**src/rtl/mc_stage_sequencer.sv**
```systemverilog
// Multi-cycle control FSM for an RV32I datapath: sequences FETCH/DECODE/EXECUTE/MEMORY/WRITEBACK,
// handshakes with instruction and data memory, counts retired instructions and traps on faults.
module mc_stage_sequencer #(
  parameter int unsigned MEM_TIMEOUT = 16,
  parameter int unsigned INSTRET_W   = 32
) (
  input  logic                 clk,
  input  logic                 rst,
  input  logic                 run,
  input  logic                 clear_trap,
  input  logic                 imem_ack,
  input  logic                 dmem_ack,
  input  logic [1:0]           dec_mem_op,
  input  logic                 dec_reg_we,
  input  logic                 dec_branch_jump,
  output logic                 imem_req,
  output logic                 ir_we,
  output logic                 id_we,
  output logic                 ex_we,
  output logic                 dmem_req,
  output logic                 dmem_we,
  output logic                 rf_we,
  output logic                 pc_we,
  output logic                 pc_sel,
  output logic                 busy,
  output logic                 trap,
  output logic [1:0]           trap_cause,
  output logic [2:0]           state,
  output logic [INSTRET_W-1:0] instret
);

  typedef enum logic [2:0] {
    StIdle      = 3'd0,
    StFetch     = 3'd1,
    StDecode    = 3'd2,
    StExecute   = 3'd3,
    StMemory    = 3'd4,
    StWriteback = 3'd5,
    StTrap      = 3'd6
  } state_e;

  localparam int unsigned CntW = (MEM_TIMEOUT == 0) ? 1 : $clog2(MEM_TIMEOUT + 1);
  localparam logic [CntW-1:0] CntLast = (MEM_TIMEOUT == 0) ? '0 : CntW'(MEM_TIMEOUT - 1);

  state_e                 state_q, state_d;
  logic [1:0]             cause_q, cause_d;
  logic [INSTRET_W-1:0]   instret_q, instret_d;
  logic [CntW-1:0]        cnt_q, cnt_d;
  logic                   timeout_hit;

  // The current wait cycle is the MEM_TIMEOUT-th one; an ack in this cycle still wins.
  assign timeout_hit = (MEM_TIMEOUT != 0) && (cnt_q == CntLast);

  always_comb begin
    state_d   = state_q;
    cause_d   = cause_q;
    instret_d = instret_q;
    cnt_d     = cnt_q;
    imem_req  = 1'b0;
    ir_we     = 1'b0;
    id_we     = 1'b0;
    ex_we     = 1'b0;
    dmem_req  = 1'b0;
    dmem_we   = 1'b0;
    rf_we     = 1'b0;
    pc_we     = 1'b0;
    pc_sel    = 1'b0;
    trap      = 1'b0;
    case (state_q)
      StIdle: begin
        if (run) state_d = StFetch;
      end
      StFetch: begin
        imem_req = 1'b1;
        if (imem_ack) begin
          ir_we   = 1'b1;
          state_d = StDecode;
        end else if (timeout_hit) begin
          state_d = StTrap;
          cause_d = 2'b01;
        end else if (MEM_TIMEOUT != 0) begin
          cnt_d = cnt_q + 1'b1;
        end
      end
      StDecode: begin
        id_we = 1'b1;
        if (dec_mem_op == 2'b11) begin
          state_d = StTrap;
          cause_d = 2'b11;
        end else begin
          state_d = StExecute;
        end
      end
      StExecute: begin
        ex_we   = 1'b1;
        state_d = (dec_mem_op != 2'b00) ? StMemory : StWriteback;
      end
      StMemory: begin
        dmem_req = 1'b1;
        dmem_we  = (dec_mem_op == 2'b10);
        if (dmem_ack) begin
          state_d = StWriteback;
        end else if (timeout_hit) begin
          state_d = StTrap;
          cause_d = 2'b10;
        end else if (MEM_TIMEOUT != 0) begin
          cnt_d = cnt_q + 1'b1;
        end
      end
      StWriteback: begin
        rf_we     = dec_reg_we;
        pc_we     = 1'b1;
        pc_sel    = dec_branch_jump;
        instret_d = instret_q + 1'b1;
        state_d   = run ? StFetch : StIdle;
      end
      StTrap: begin
        trap = 1'b1;
        if (clear_trap) begin
          state_d = StIdle;
          cause_d = 2'b00;
        end
      end
      default: state_d = StIdle;
    endcase
    if (state_d != state_q) cnt_d = '0;
  end

  always_ff @(posedge clk or posedge rst) begin
    if (rst) begin
      state_q   <= StIdle;
      cause_q   <= 2'b00;
      instret_q <= '0;
      cnt_q     <= '0;
    end else begin
      state_q   <= state_d;
      cause_q   <= cause_d;
      instret_q <= instret_d;
      cnt_q     <= cnt_d;
    end
  end

  assign busy       = (state_q != StIdle) && (state_q != StTrap);
  assign trap_cause = cause_q;
  assign state      = state_q;
  assign instret    = instret_q;

endmodule
```
**config.mk**
```make
export PLATFORM = sky130hd
export DESIGN_NAME = mc_stage_sequencer
export DESIGN_NICKNAME = d
export VERILOG_FILES = /design/src/rtl/mc_stage_sequencer.sv
export SDC_FILE = /design/constraint.sdc
export NUM_CORES = 1
export LEC_CHECK = 0
export ABC_AREA = 1
export CORE_MARGIN = 1
export CORE_UTILIZATION = 51
export DETAILED_ROUTE_END_ITERATION = 8
export PLACE_DENSITY_LB_ADDON = 0.25
export SLEW_MARGIN = 0
export SYNTH_ARGS = -nofsm -noshare
export SYNTH_HDL_FRONTEND = slang
export SYNTH_SLANG_ARGS = --single-unit
```
**constraint.sdc**
```tcl
create_clock -name clk -period 2.22 [get_ports clk]
set_clock_uncertainty 0.05 [all_clocks]
set_input_delay 0.444 -clock clk [delete_from_list [all_inputs] [get_ports clk]]
set_output_delay 0.444 -clock clk [all_outputs]
set_load 0.01 [all_outputs]
```
## After elaboration in Yosys (flattened, before gate mapping)

Index checks and enable logic that the tools add are counted.

| word-level totals | value |
|---|---|
| flip-flop bits (word level) | 42 |
| output and inout port bits | 48 |
| word-level logic and storage cells | 65 |

| operators by class | value |
|---|---|
| add/subtract/negate cells | 2 |
| equal/unequal tests | 19 |
| mux-type cells | 32 |
| reductions and logical operators | 8 |

Operators with widths:

| cell | number |
|---|---|
| 32-bit by 1-bit adder with 32-bit output (second input constant) | 1 |
| 3-bit case mux with 7 select lines | 1 |
| 5-bit 2-to-1 mux | 4 |
| 3-bit 2-to-1 mux | 6 |
| 1-bit 2-to-1 mux | 13 |
| 2-bit 2-to-1 mux | 6 |
| 2-bit inequality test (second input constant) | 6 |
| 5-bit case mux with 2 select lines | 1 |
| 3-bit equality test (second input constant) | 3 |
| 3-bit inequality test (second input constant) | 3 |
| 2-bit case mux with 4 select lines | 1 |
| 7-bit AND reduction | 1 |
| 3-bit by 2-bit equality test with 1-bit output (second input constant) | 2 |
| 3-bit nonzero test | 2 |
| 5-bit by 1-bit adder with 5-bit output (second input constant) | 1 |
| 5-bit by 4-bit equality test with 1-bit output (second input constant) | 1 |
| 2-bit equality test (second input constant) | 2 |
| 4-bit nonzero test | 1 |
| 3-bit by 1-bit equality test with 1-bit output (second input constant) | 1 |
| 3-bit logical NOT | 1 |
| 3-bit inequality test | 1 |
| 3-bit AND reduction | 1 |
| 2-bit nonzero test | 1 |
| 1-bit logical AND | 1 |

## Logic depth before layout (Yosys ltp)

| logic depth | value |
|---|---|
| depth after elaboration | 7 |
| gate-level depth with buffers | 12 |

## Least setup slack after synthesis

OpenSTA, ideal clock, no wires.

| path | value |
|---|---|
| path kind | reg-to-reg |
| from | reg cnt_q[0] |
| to | reg cnt_q[0] |
| library setup time | 0.073 ns |
| arrival time | 1.589 ns |
| slack | 0.508 ns |
| cell stages (with the launch flop) | 12 |
| period minus slack after synthesis | 1.712 ns |
| cells stage by stage | dfrtp_1 > ha_1 > nand2_1 > nor2_1 > ha_1 > inv_1 > nand3_1 > a21oi_1 > nand2_1 > nand2_1 > nand4_2 > nor2_1 |

| between the ends | value |
|---|---|
| longest elaborated chain between the ends | 7 |
| elaborated cells between the ends (all ways) | 16 |
| classes of those cells | 1 x add/sub; 4 x eq/ne; 9 x mux; 2 x reduce/logical |

RTL lines:

| element | line | text |
|---|---|---|
| start: declaration | 48 | `logic [CntW-1:0] cnt_q, cnt_d;` |
| start signal: assignment | 139 | `cnt_q <= cnt_d;` |
| 5-bit by 4-bit equality test with 1-bit output * | 52 | `assign timeout_hit = (MEM_TIMEOUT != 0) && (cnt_q == CntLast);` |
| 3-bit 2-to-1 mux * | 78, 103 |  |
| 3-bit 2-to-1 mux, on equally long branches | 101, 75 |  |
| 3-bit case mux with 7 select lines * | 69 | `case (state_q)` |
| net state_d[1] | 45 | `state_e state_q, state_d;` |
| 3-bit inequality test * | 126 | `if (state_d != state_q) cnt_d = '0;` |
| 3-bit inequality test (no source line) / 3-bit nonzero test (equally long branches) | -- |  |
| 3-bit AND reduction (no source line) | -- |  |

The timed path passes the listed nets; every way through them passes the cells marked *. The select of a mux whose other input is x is not followed.
A chain may end at the register's enable or synchronous reset.

## Worst setup path in the final report

| path | value |
|---|---|
| from | reg state_q[1], in the netlist state[1] |
| to | out dmem_req |

| between the ends | value |
|---|---|
| longest elaborated chain between the ends | 2 |

RTL lines:

| element | line | text |
|---|---|---|
| start: declaration | 45 |  |
| start signal: assignment | 131 | `state_q <= StIdle;` |
| start signal: assignment | 136 | `state_q <= state_d;` |
| 3-bit equality test | 69 |  |
| 1-bit 2-to-1 mux | 69 |  |
| end: declaration | 20 | `output logic dmem_req,` |

No other way between the ends.

==> metrics.md <==
| Metric | Value |
|---|---|
| Post-Place Cells | `between 400 and 500` |
| Slowest cell on crit path | `clkdlybuf4s50_1` |
| Worst-margin pin slew | `roughly 0.52 ns` |
| Drt drc | `0` |
| Top-count cell post-synth | `nand2_1` |
| R2R setup slack | `roughly 0.20 ns` |
| Hold Vio Cnt, Final | `0` |
| Ys flop type | `dfrtp_1` |
| I/O pin count | `58` |
| Yosys warning count | `0` |
| Final TNS setup | `0 ns` |
| Post-route insts no fill | `500` |
| Crit. End Element | `output pin` |
| Die width | `~74 um` |
| Relative slew margins | `0.653` |
| Largest stage delay on the critical path | `around 0.53 ns` |
| Cell Pwr Density | `between 700 and 800 nW/um^2` |
| Vias/cell | `5.08` |
| Design Area, Final | `between 3000 and 4000 um^2` |
| Die ar. | `between 5000 and 6000 um^2` |
| Crit-path cells | `nor2_4 > nand2_2 > inv_1 > clkdlybuf4s50_1` |
| Hold/Removal Path Class | `reg -> reg` |
| Status | `complete, no violations` |
| Critical path depth | `4` |
| Critical path destination | `dmem_req` |
| Vias in the first global route | `about 2,300` |
| Remaining antenna violation count after routing | `0` |
| Root buffer cell | `clkbuf_8` |
| First-pass DRT Iterations | `4` |
| WP data required | `1.73 ns` |
| RSZ-0062 raised after global routing | `no` |
| Worst reg2reg endpoint | `cnt_q[3]` |
| Worst Setup Path Type | `reg -> out` |
| Startpoint types | `flip-flop` |
| Netlist cell types | `33` |
| Die Y | `74.4 um` |
| Initial antenna violation count | `0` |
| Total GRT Usage | `0.245` |
| Mapped Nets | `around 380` |
| Area leader, netlist | `dfrtp_1` |
| R2R Path Start | `cnt_q[0]` |
| CP bufs+invs | `2` |
| Lkg Pwr | `roughly 0.0017 uW` |
| Dpl cell area | `~3300 um^2` |
| P&R area growth vs syn | `30.4%` |
| Share of layout cells above drive strength 1 | `0.118` |
| Worst-path fanout max | `5` |
| Number of buffers on the longest clock path | `2` |
| Critical path launch point | `state[1]` |
| Syn_area_per_cell | `~7.4 um^2` |
| CTS tree | `yes` |
| # setup viols final | `0` |
| Initial Util | `0.548` |
| Worst VDD drop | `600 uV` |
| Ys async rst share | `1.00` |
| Crit path max-delay family | `buffers and inverters` |
| Core Region | `4880 um^2` |
| PortBufs | `57` |
| First-pass GRT wire length | `slightly above 10,000 um` |
| Top post-synthesis cells by area | `dfrtp_1 (39%), nand2_1 (16%), inv_1 (7.0%)` |
| TritonCTS Sinks | `42` |
| Slew Limit Fails | `0` |
| Max Cap Viol | `0` |
| Clock latency on the worst-skew pair | `roughly 0.29 ns` |
| Detail Placement HPWL | `roughly 4700 um` |
| Most frequent cells after synthesis | `nand2_1 (115), inv_1 (50), nor2_1 (44), dfrtp_1 (42), nand3_1 (22)` |
| Initial DRC count | `between 150 and 200` |
| Fmax | `between 400 and 500 MHz` |
| Post-synthesis register bit count | `42` |
| Final Util | `0.714` |
| Area fraction of the dominant cell type after synthesis | `0.393` |
| Nets | `445` |
| WL/cell | `12.5 um` |
| R2R depth | `11` |
| Fin crit share | `0.961` |
| WP data arrival | `around 1.6 ns` |
| Total routed wirelength | `6240 um` |
| Via Count | `about 2,500` |
| Largest net degree at the start of global routing | `43` |
| Clock period minus worst slack | `approximately 2.1 ns` |
| Global placement routability congestion | `0.886` |
| Sequential area share after synthesis | `0.393` |
| CTS clk-pin slew, worst paths | `0.08 ns` |
| Rows | `25` |
| Num CTS Buffers | `5` |
| N_diodes | `0` |
| Mapped Area | `roughly 2700 um^2` |
| Number of synthesized flops with an enable pin | `0` |
| H-tree Lvls | `2` |
| GRT overflow | `0` |
| Mapped Cells | `~360` |
## logic make-up after synthesis
logic type                 count (synthesis)  share of synthesized area
buffers and inverters                     58                     0.0903
adders and majority gates                  3                     0.0140
xor gates and xnor gates                  23                     0.0753
AOI/OAI and AO/OA                          6                     0.0145
DFF                                       42                      0.393
and+or+nand+nor                          231                      0.413
## flip-flops by register name, summed over array words and instances, names as in the netlist
| name | cells |
|---|---|
| trap_cause | 2 |
| instret | 32 |
| cnt_q | 5 |
| state | 3 |
## worst min path at each step
stage / slack [ns] / start / to / cells past startpoint
5_1_grt: 0.44 / instret[31] / instret[31] / 1
3_5_place_dp: 0.41 / trap_cause[0] / trap_cause[0] / 2
4_1_cts: 0.43 / trap_cause[0] / trap_cause[0] / 2
2_1_floorplan: 0.46 / instret[31] / instret[31] / 1
6_report: 0.42 / trap_cause[0] / trap_cause[0] / 2
3_3_place_gp: 0.41 / trap_cause[0] / trap_cause[0] / 2
## repair_timing
action | 4_1_cts | 5_1_grt
resized for setup | 7 | 3
hold buffers | 0 | 0
setup buffers | 3 | 2
setup endpoints to repair | 5 | 1
## per-stage QoR
stage          hold slack (ns)  setup slack (ns)  total power, uW
2_1_floorplan            0.457             0.508             1620
3_3_place_gp             0.407             0.124             1990
3_5_place_dp             0.408             0.109             2010
4_1_cts                  0.427            0.0109             2630
5_1_grt                  0.439            0.0266             2820
6_report                 0.420            0.0875             2660
## routing by layer
metal  vias up  GRT usage  share of wire
li1       1259          -              -
met1      1198      0.354           0.48
met2        75      0.388           0.46
met3         7     0.0379          0.048
met4         0     0.0587         0.0082
met5         -          0              0
## where the power goes
group | switching (uW) | total [uW] | internal [uW]
registers | 115 | 963 | 848
logic | 610 | 1110 | 498
clock network | 258 | 589 | 331
## worst register-to-register path, stage by stage, from the launching register on
cell and delay (ns):
dfrtp_1 0.43, ha_1 0.24, nand2_1 0.08, nor2_1 0.04, ha_1 0.20, inv_1 0.14
nand3_1 0.09, a21oi_1 0.15, nand2_1 0.09, nand2_1 0.08, nand4_2 0.20, nor2_1 0.15
## cell type report
| type | instances | area (um^2) |
|---|---|---|
| Clock inverter | 3 | 40.0 |
| Clock buffer | 5 | 68.8 |
| Timing Repair Buffer | 66 | 641 |
| Tap cell | 67 | 83.8 |
| Sequential cell | 42 | 1050 |
| Inverter | 54 | 206 |
| Fill cell | 407 | 1390 |
| Multi-Input combinational cell | 263 | 1390 |
## placed cells by master, fill, tap and decap left out, types with 4 or more instances in the layout
master           instances
nor3_1                  10
nand3b_1                 4
xor2_1                  15
nand2_2                  8
clkdlybuf4s50_1         53
buf_4                    8
nand4_1                  9
nor2_2                   4
nor2_1                  44
inv_1                   50
clkbuf_8                 5
nand3_1                 22
xnor2_1                  8
nand2_1                115
dfrtp_1                 39
Note: power is estimated with default switching activity, not from simulation.
